[config.mk]
export PLATFORM = sky130hd
export DESIGN_NAME = game_timer_bank
export DESIGN_NICKNAME = d
export VERILOG_FILES = /design/src/rtl/game_timer_bank.sv
export SDC_FILE = /design/constraint.sdc
export NUM_CORES = 1
export LEC_CHECK = 0
export CAP_MARGIN = 20
export CORE_MARGIN = 1.5
export CORE_UTILIZATION = 35
export CTS_CLUSTER_DIAMETER = 50
export DETAILED_ROUTE_END_ITERATION = 7
export PLACE_DENSITY = 0.69
export SYNTH_ARGS = -nofsm -noshare
export SYNTH_HDL_FRONTEND = slang
export SYNTH_SLANG_ARGS = --single-unit
[constraint.sdc]
create_clock -name clk_50M -period 3.1 [get_ports clk_50M]
set_clock_uncertainty 0.05 [all_clocks]
set_input_delay 0.465 -clock clk_50M [delete_from_list [all_inputs] [get_ports clk_50M]]
set_output_delay 0.465 -clock clk_50M [all_outputs]
set_load 0.05 [all_outputs]
[src/rtl/game_timer_bank.sv]
// Bank of tick-driven timers (one-shot or periodic) plus a free-running seed counter.
// The raw 2 kHz tick is synchronised and edge-detected in the clk_50M domain.
module game_timer_bank #(
  parameter int unsigned WIDTH      = 12,
  parameter int unsigned N_CH       = 2,
  parameter int unsigned SEED_WIDTH = 12
) (
  input  logic                    clk_50M,
  input  logic                    i_Reset,
  input  logic                    i_Tick2K,
  input  logic [N_CH-1:0]         i_Start,
  input  logic [N_CH-1:0]         i_Stop,
  input  logic [N_CH-1:0]         i_Periodic,
  input  logic [N_CH*WIDTH-1:0]   i_Term,
  output logic [N_CH*WIDTH-1:0]   o_Count,
  output logic [N_CH-1:0]         o_Busy,
  output logic [N_CH-1:0]         o_Done,
  output logic [N_CH-1:0]         o_Expired,
  output logic [SEED_WIDTH-1:0]   o_Seed
);

  typedef enum logic [1:0] {StIdle, StRun, StExpired} ch_state_e;

  // [0],[1] form the synchroniser; [2] is the previous synchronised level for edge detect.
  logic [2:0]            tick_sync_q;
  logic                  tick_q;
  logic [SEED_WIDTH-1:0] seed_q;

  always_ff @(posedge clk_50M) begin
    if (i_Reset) begin
      tick_sync_q <= '0;
      tick_q      <= 1'b0;
      seed_q      <= '0;
    end else begin
      tick_sync_q <= {tick_sync_q[1:0], i_Tick2K};
      tick_q      <= tick_sync_q[1] & ~tick_sync_q[2];
      seed_q      <= seed_q + SEED_WIDTH'(1);
    end
  end

  assign o_Seed = seed_q;

  for (genvar g = 0; g < N_CH; g++) begin : g_ch
    ch_state_e        state_q;
    logic [WIDTH-1:0] count_q;
    logic [WIDTH-1:0] term_q;
    logic             periodic_q;
    logic             busy_q;
    logic             done_q;
    logic             expired_q;
    logic [WIDTH-1:0] count_inc;
    logic             expire;

    assign count_inc = count_q + WIDTH'(1);
    // A zero terminal expires on every tick, like a terminal of one with the count pinned at 0.
    assign expire    = (count_inc == term_q) || (term_q == '0);

    always_ff @(posedge clk_50M) begin
      if (i_Reset) begin
        state_q    <= StIdle;
        count_q    <= '0;
        term_q     <= '0;
        periodic_q <= 1'b0;
        busy_q     <= 1'b0;
        done_q     <= 1'b0;
        expired_q  <= 1'b0;
      end else begin
        done_q <= 1'b0;
        if (i_Stop[g]) begin
          state_q   <= StIdle;
          busy_q    <= 1'b0;
          expired_q <= 1'b0;
        end else if (i_Start[g]) begin
          term_q     <= i_Term[g*WIDTH +: WIDTH];
          periodic_q <= i_Periodic[g];
          count_q    <= '0;
          expired_q  <= 1'b0;
          state_q    <= StRun;
          busy_q     <= 1'b1;
        end else if (state_q == StRun && tick_q) begin
          if (expire) begin
            done_q    <= 1'b1;
            expired_q <= 1'b1;
            if (periodic_q) begin
              count_q <= '0;
            end else begin
              count_q <= term_q;
              state_q <= StExpired;
              busy_q  <= 1'b0;
            end
          end else begin
            count_q <= count_inc;
          end
        end
      end
    end

    assign o_Count[g*WIDTH +: WIDTH] = count_q;
    assign o_Busy[g]                 = busy_q;
    assign o_Done[g]                 = done_q;
    assign o_Expired[g]              = expired_q;
  end

endmodule

==> out/results.md, run 1 <==
- weighted congestion at the end of routability-driven global placement: 0.870
- fraction of layout instances using a drive strength above 1: 0.0629
- top cell type's share of synthesized area: 0.386
- placed standard-cell area: 4670 µm²
- most repeated cell in the gate-level netlist after synthesis: sky130_fd_sc_hd__nand2_1
- library cell used as clock root buffer: sky130_fd_sc_hd__clkbuf_8
- Startpoint Class: register
- chip width: 108 µm
- synth top area cells: sky130_fd_sc_hd__dfxtp_1 (39%), sky130_fd_sc_hd__nand2_1 (8.0%), sky130_fd_sc_hd__a21oi_1 (6.4%), sky130_fd_sc_hd__xnor2_1 (5.7%), sky130_fd_sc_hd__xor2_1 (5.0%)
- number of nets at the end of the flow: 589
- clock input transition at the sequential cells of the worst setup and hold paths: 0.09 ns
- Worst Path Buf+Inv: 1
- total design power: 2.07 mW
- wire length after detailed routing: 9810 µm
- cell taking the most area after synthesis: sky130_fd_sc_hd__dfxtp_1
- IO buf count: 74
- final setup slack of the worst path: 0.217 ns
- estimated wirelength of the detail-placed design: 7190 µm
- CP Class: register to register
- Critical Path, Cell by Cell: nand4_1, or4_1, a21boi_0, nor3_1, nand4_1, buf_4, nor2b_1, a21oi_1, nor2_1
- part of the total power dissipated in the clock network: 0.425
- Core Footprint: 10,700 µm²
- final worst-path cycle share: 0.930
- critical path depth in cells: 9
- Crit path largest cell delay: 0.59 ns
- peak fanout along the critical path: 9
- Initial Utilization: 0.357
- average wire length per cell after detail routing: 14.1 µm
- Int Pwr: 1.55 mW
- # H-tree levels: 3
- dominant register cell in the synthesized netlist: sky130_fd_sc_hd__dfxtp_1
- unrepaired setup endpoints after global routing: false
- critical path capture point type: register
- vias after detailed routing: 3,586
- number of hold-slack violations in the final timing report: 0
- Synthesis Warnings: 0
- synth unique cells: 53
- Max-slew headroom: 0.529
- final number of setup-violating endpoints: 0
- Lkg Pwr: 1.70 nW
- result of the run: completed
- grt total ovfl: 0
- TritonCTS clock tree: done
- Crit path top cell by count: sky130_fd_sc_hd__nand4_1
- Least-Margin Pin Slew: 0.705 ns
- total power density per cell area: 421 nW/µm²
- Worst Path Arrival: 3.05 ns
- critical-path cell with the highest stage delay: sky130_fd_sc_hd__or4_1
- Std-Cell Rows: 38
- cell area after synthesis: 3840 µm²
- worst endpoint required time: 3.27 ns
- number of hold-repair buffers added at the cts stage: 0
- type of the tightest min-delay check: register to register
- later-pin clock latency in the skew report: 0.35 ns
- post-cts resize count: 0
- largest net degree at the start of global routing: 33
- Top delay family on crit path: simple AND/OR/NAND/NOR gates
- number of buffers added by the clock tree synthesis step: 9
- most frequent cells after synthesis: sky130_fd_sc_hd__nand2_1 (82), sky130_fd_sc_hd__dfxtp_1 (74), sky130_fd_sc_hd__a21oi_1 (49), sky130_fd_sc_hd__nor2_1 (35), sky130_fd_sc_hd__xnor2_1 (25)
- summed negative setup slack over all endpoints: 0 ns
- setup bufs post-CTS: 0
- clk sink count: 74
- IO Pins: 75
- worst ir drop on vdd: 0.235 mV
- count of flip-flops with a built-in enable after synthesis: 0
- Gate power share: 0.090
- post-synthesis cell count: 483
- Cells after DPL: 680
- switching power of the nets: 0.520 mW
- count of nets left with antenna violations after detail routing: 0
- non-filler instance count after layout: 696
- Synth Net Count: 521
- Post-Synthesis Mean Instance Area: 7.94 µm²
- Worst Hold Depth: 1
- maximum clock path buffer count: 2
- Maximum Capacitance Violations: 0
- switching fraction of total power: 0.252
- Area growth, synth to finish: 27.9%
- final non-filler cell area: 4910 µm²
- number of cell instances on the worst register-to-register path: 9
- GRT Total Usage: 0.176
- DRC violation count after routing: 0
- Slew Limit Fails: 0
- sequential area share after synthesis: 0.386
- f_max: 347 MHz
- number of antenna violations at the first check in global routing: 0
- Yosys reg bits: 74
- Die ar.: 11,600 µm²
- diodes inserted: 0
- Vias/cell: 5.15
- Worst Setup Slack post-DPL: 0.271 ns
- Final min period: 2.88 ns
- Initial DRC Count: 311
- first-pass GRT wire length: 16,300 µm
- Async SR Flop Fraction: 0
- sequential share of power: 0.485
- via count of the first global-routing pass: 3,321
- router iterations before antenna repair: 4
- DIE HEIGHT: 108 µm
-- metal layers --
metal,wire length [µm],vias up,global-route usage
li1,-,1814,-
met1,4620,1673,0.247
met2,4430,92,0.260
met3,629,7,0.0448
met4,132,0,0.0648
met5,0,-,0
-- sequential cells by signal, indices dropped and copies added (netlist names) --
signal,flops
g_ch.expired_q,2
g_ch.state_q,2
g_ch.busy_q,2
g_ch.periodic_q,2
tick_q,1
tick_sync_q,3
g_ch.count_q,24
g_ch.done_q,2
o_Seed,12
g_ch.term_q,24
-- final timing paths --
check / startpoint / end / slack, ns
max: g_ch[0].count_q[4]$_SDFFE_PP0P_ / g_ch[0].count_q[3]$_SDFFE_PP0P_ / 0.22
min: tick_sync_q[2]$_SDFF_PP0_ / tick_q$_SDFF_PP0_ / 0.34
max reg2reg: g_ch[0].count_q[4]$_SDFFE_PP0P_ / g_ch[0].count_q[3]$_SDFFE_PP0P_ / 0.22
min reg2reg: tick_sync_q[2]$_SDFF_PP0_ / tick_q$_SDFF_PP0_ / 0.34
-- kinds of logic (layout without fill, tap and decap cells) --
family | count (synthesis) | in the layout | share of synthesized area
flops | 74 | 74 | 0.386
buf+inv | 36 | 109 | 0.0476
simple gates | 217 | 217 | 0.280
xor+xnor | 48 | 48 | 0.113
fa+ha+maj | 5 | 5 | 0.0163
compound gates | 103 | 103 | 0.156
-- cells in the final DEF (no fill, tap or decap), types with 10 or more instances in the layout --
master and n:
sky130_fd_sc_hd__clkdlybuf4s50_1 73, sky130_fd_sc_hd__o21ai_0 24, sky130_fd_sc_hd__nand3_1 23, sky130_fd_sc_hd__buf_4 10, sky130_fd_sc_hd__nor4_1 11, sky130_fd_sc_hd__nor2b_1 12, sky130_fd_sc_hd__a22oi_1 13, sky130_fd_sc_hd__nand2_1 82
sky130_fd_sc_hd__a21oi_1 49, sky130_fd_sc_hd__xor2_1 22, sky130_fd_sc_hd__dfxtp_1 74, sky130_fd_sc_hd__xnor2_1 25, sky130_fd_sc_hd__nor2_1 35, sky130_fd_sc_hd__clkbuf_8 10
-- stage by stage --
stage                     hold slack, ns  utilization
final                              0.338        0.457
after global routing               0.355        0.457
after CTS                          0.342        0.457
after detailed placement           0.329        0.435
after global placement             0.322        0.435
after floorplan                    0.317            -
-- final cells by class --
class                           count  area [µm²]
Timing Repair Buffer               84         811
Tap cell                          140         175
Sequential cell                    74        1480
Clock buffer                       10         138
Fill cell                        1071        5840
Clock inverter                      6        95.1
Multi-Input combinational cell    373        2170
Inverter                            9        33.8
-- power by group through the flow --
stage | clock (mW) | combinational, mW | sequential (mW)
floorplan | 0 | 0.0998 | 1.02
global placement | 0 | 0.182 | 1.02
detailed placement | 0 | 0.185 | 1.02
CTS | 0.900 | 0.186 | 1.00
global route | 0.943 | 0.204 | 1.01
finish | 0.879 | 0.186 | 1.00
No activity file was read; power rests on OpenSTA's default activity.
==> run 2: changes to the inputs <==
--- a/config.mk
+++ b/config.mk
@@ -11,6 +11,7 @@
 export CTS_CLUSTER_DIAMETER = 50
 export DETAILED_ROUTE_END_ITERATION = 7
 export PLACE_DENSITY = 0.69
+export SKIP_LAST_GASP = 1
 export SYNTH_ARGS = -nofsm -noshare
 export SYNTH_HDL_FRONTEND = slang
 export SYNTH_SLANG_ARGS = --single-unit
==> results of run 2 <==
Final layout, timing and power as in run 1 (identical DEF).
==> run 3: changes to the inputs <==
--- a/config.mk
+++ b/config.mk
@@ -11,6 +11,7 @@
 export CTS_CLUSTER_DIAMETER = 50
 export DETAILED_ROUTE_END_ITERATION = 7
 export PLACE_DENSITY = 0.69
+export SETUP_SLACK_MARGIN = 0.4
 export SKIP_LAST_GASP = 1
 export SYNTH_ARGS = -nofsm -noshare
 export SYNTH_HDL_FRONTEND = slang
==> out/results.md, run 3 (synthesis gave the netlist of run 1 again) <==
- result of the run: completed
- clock input transition at the sequential cells of the worst setup and hold paths: 0.09 ns
- # H-tree levels: 3
- worst ir drop on vdd: 0.172 mV
- average wire length per cell after detail routing: 14.5 µm
- type of the tightest min-delay check: register to register
- number of hold-slack violations in the final timing report: 0
- post-layout utilization of the core: 0.457
- maximum clock path buffer count: 2
- TritonCTS clock tree: done
- vias after detailed routing: 3,670
- summed negative setup slack over all endpoints: 0 ns
- Post-Route M1 WL: 4830 µm
- number of antenna violations at the first check in global routing: 0
- fraction of layout instances using a drive strength above 1: 0.0953
- CP Class: register to register
- Worst Path Arrival: 2.72 ns
- Cells after DPL: 680
- IO buf count: 74
- number of filler cells placed in the layout: 1,128
- most common library cell in the layout ignoring fill and taps: sky130_fd_sc_hd__nand2_1
- Die ar.: 11,600 µm²
- sum of met2 wire segment lengths after detailed routing: 4690 µm
- total met3 wirelength after detailed routing: 439 µm
- Startpoint Class: register
- Max-slew headroom: 0.449
- Core Footprint: 10,700 µm²
- estimated wirelength of the detail-placed design: 7410 µm
- peak fanout along the critical path: 7
- setup bufs post-CTS: 0
- total power density per cell area: 381 nW/µm²
- area taken by flip-flops and latches: 1510 µm²
- Initial DRC Count: 291
- Worst Setup Slack post-DPL: 0.362 ns
- top sig layer: met4
- critical path capture point type: register
- Std-Cell Rows: 38
- grt total ovfl: 0
- wire length after detailed routing: 10,100 µm
- Slew Limit Fails: 0
- Least-Margin Pin Slew: 0.824 ns
- chip width: 108 µm
- worst endpoint required time: 3.25 ns
- clk sink count: 74
- GRT Total Usage: 0.175
- final number of setup-violating endpoints: 0
- first-pass GRT wire length: 16,200 µm
- final worst-path cycle share: 0.828
- unrepaired setup endpoints after global routing: true
- number of hold-repair buffers added at the cts stage: 0
- library cell used as clock root buffer: sky130_fd_sc_hd__clkbuf_8
- largest net degree at the start of global routing: 30
- multi-input gate area in the final layout: 2210 µm²
- f_max: 390 MHz
- most used cells in the layout excluding fill and tap cells: sky130_fd_sc_hd__nand2_1 (81), sky130_fd_sc_hd__clkdlybuf4s50_1 (73), sky130_fd_sc_hd__dfxtp_1 (61), sky130_fd_sc_hd__a21oi_1 (49), sky130_fd_sc_hd__nor2_1 (35)
- Maximum Capacitance Violations: 0
- Vias/cell: 5.27
- weighted congestion at the end of routability-driven global placement: 0.876
- via count of the first global-routing pass: 3,398
- IO Pins: 75
- Final min period: 2.57 ns
- number of nets at the end of the flow: 589
- number of buffers added by the clock tree synthesis step: 9
- Initial Utilization: 0.357
- count of nets left with antenna violations after detail routing: 0
- final setup slack of the worst path: 0.533 ns
- non-filler instance count after layout: 696
- later-pin clock latency in the skew report: 0.35 ns
- Area growth, synth to finish: 28.0%
- router iterations before antenna repair: 5
- Lkg Pwr: 1.67 nW
- diodes inserted: 0
- DRC violation count after routing: 0
- DIE HEIGHT: 108 µm
==> run 3: cell types whose count changed in the layout (fill, tap and decap cells not counted), sizes merged <==
cell	previous run	this run
inv	12	10
clkinvlp	0	4
bufinv	2	0
==> run 3: layer usage <==
metal,vias up,GRT usage
met1,1738,0.239
met3,9,0.0278
met2,106,0.282
met5,-,0
li1,1817,-
met4,0,0.0564
==> run 3: stage by stage <==
step	hold WS [ns]	power [mW]	cell area, µm²
finish	0.336	1.87	4910
global route	0.362	1.95	4910
CTS	0.337	1.88	4870
detailed placement	0.326	1.21	4700
global placement	0.322	1.20	4700
floorplan	0.317	1.12	3860
==> run 3: critical path, cell delays in order, from the launching register on <==
cell                       delay (ns)
sky130_fd_sc_hd__dfxtp_2         0.40
sky130_fd_sc_hd__and2_2          0.18
sky130_fd_sc_hd__or3b_4          0.41
sky130_fd_sc_hd__xnor2_1         0.14
sky130_fd_sc_hd__a211o_1         0.29
sky130_fd_sc_hd__a2111o_1        0.40
sky130_fd_sc_hd__and2b_2         0.26
sky130_fd_sc_hd__nor4b_2         0.21
sky130_fd_sc_hd__nor4_1          0.07
==> run 3: power breakdown <==
group	internal (mW)	switching, mW	total [mW]	leakage [nW]
logic	0.0903	0.100	0.190	0.993
clock network	0.291	0.390	0.681	0.0726
registers	0.968	0.0295	0.998	0.609
total	1.35	0.520	1.87	1.67
==> run 3: final cells by class <==
type                            instances  area share
Clock buffer                           10      0.0260
Clock inverter                          6     0.00866
Inverter                                9     0.00688
Multi-Input combinational cell        373       0.451
Sequential cell                        74       0.307
Tap cell                              140      0.0357
Timing Repair Buffer                   84       0.165
==> run 3: path summary, 6_finish.rpt <==
path	from	endpoint	slack (ns)	cells past startpoint
worst max-delay path	g_ch[1].count_q[7]$_SDFFE_PP0P_	g_ch[1].busy_q$_SDFFE_PP0P_	0.53	8
worst min-delay path	tick_sync_q[2]$_SDFF_PP0_	tick_q$_SDFF_PP0_	0.34	1
worst max register to register	g_ch[1].count_q[7]$_SDFFE_PP0P_	g_ch[1].busy_q$_SDFFE_PP0P_	0.53	8
worst min register to register	tick_sync_q[2]$_SDFF_PP0_	tick_q$_SDFF_PP0_	0.34	1
==> run 3: what timing repair did <==
action	in CTS	in global routing
resized for setup	1	10
gates cloned	0	0
endpoints found under the setup margin	11	23
endpoints found under the hold margin	0	0
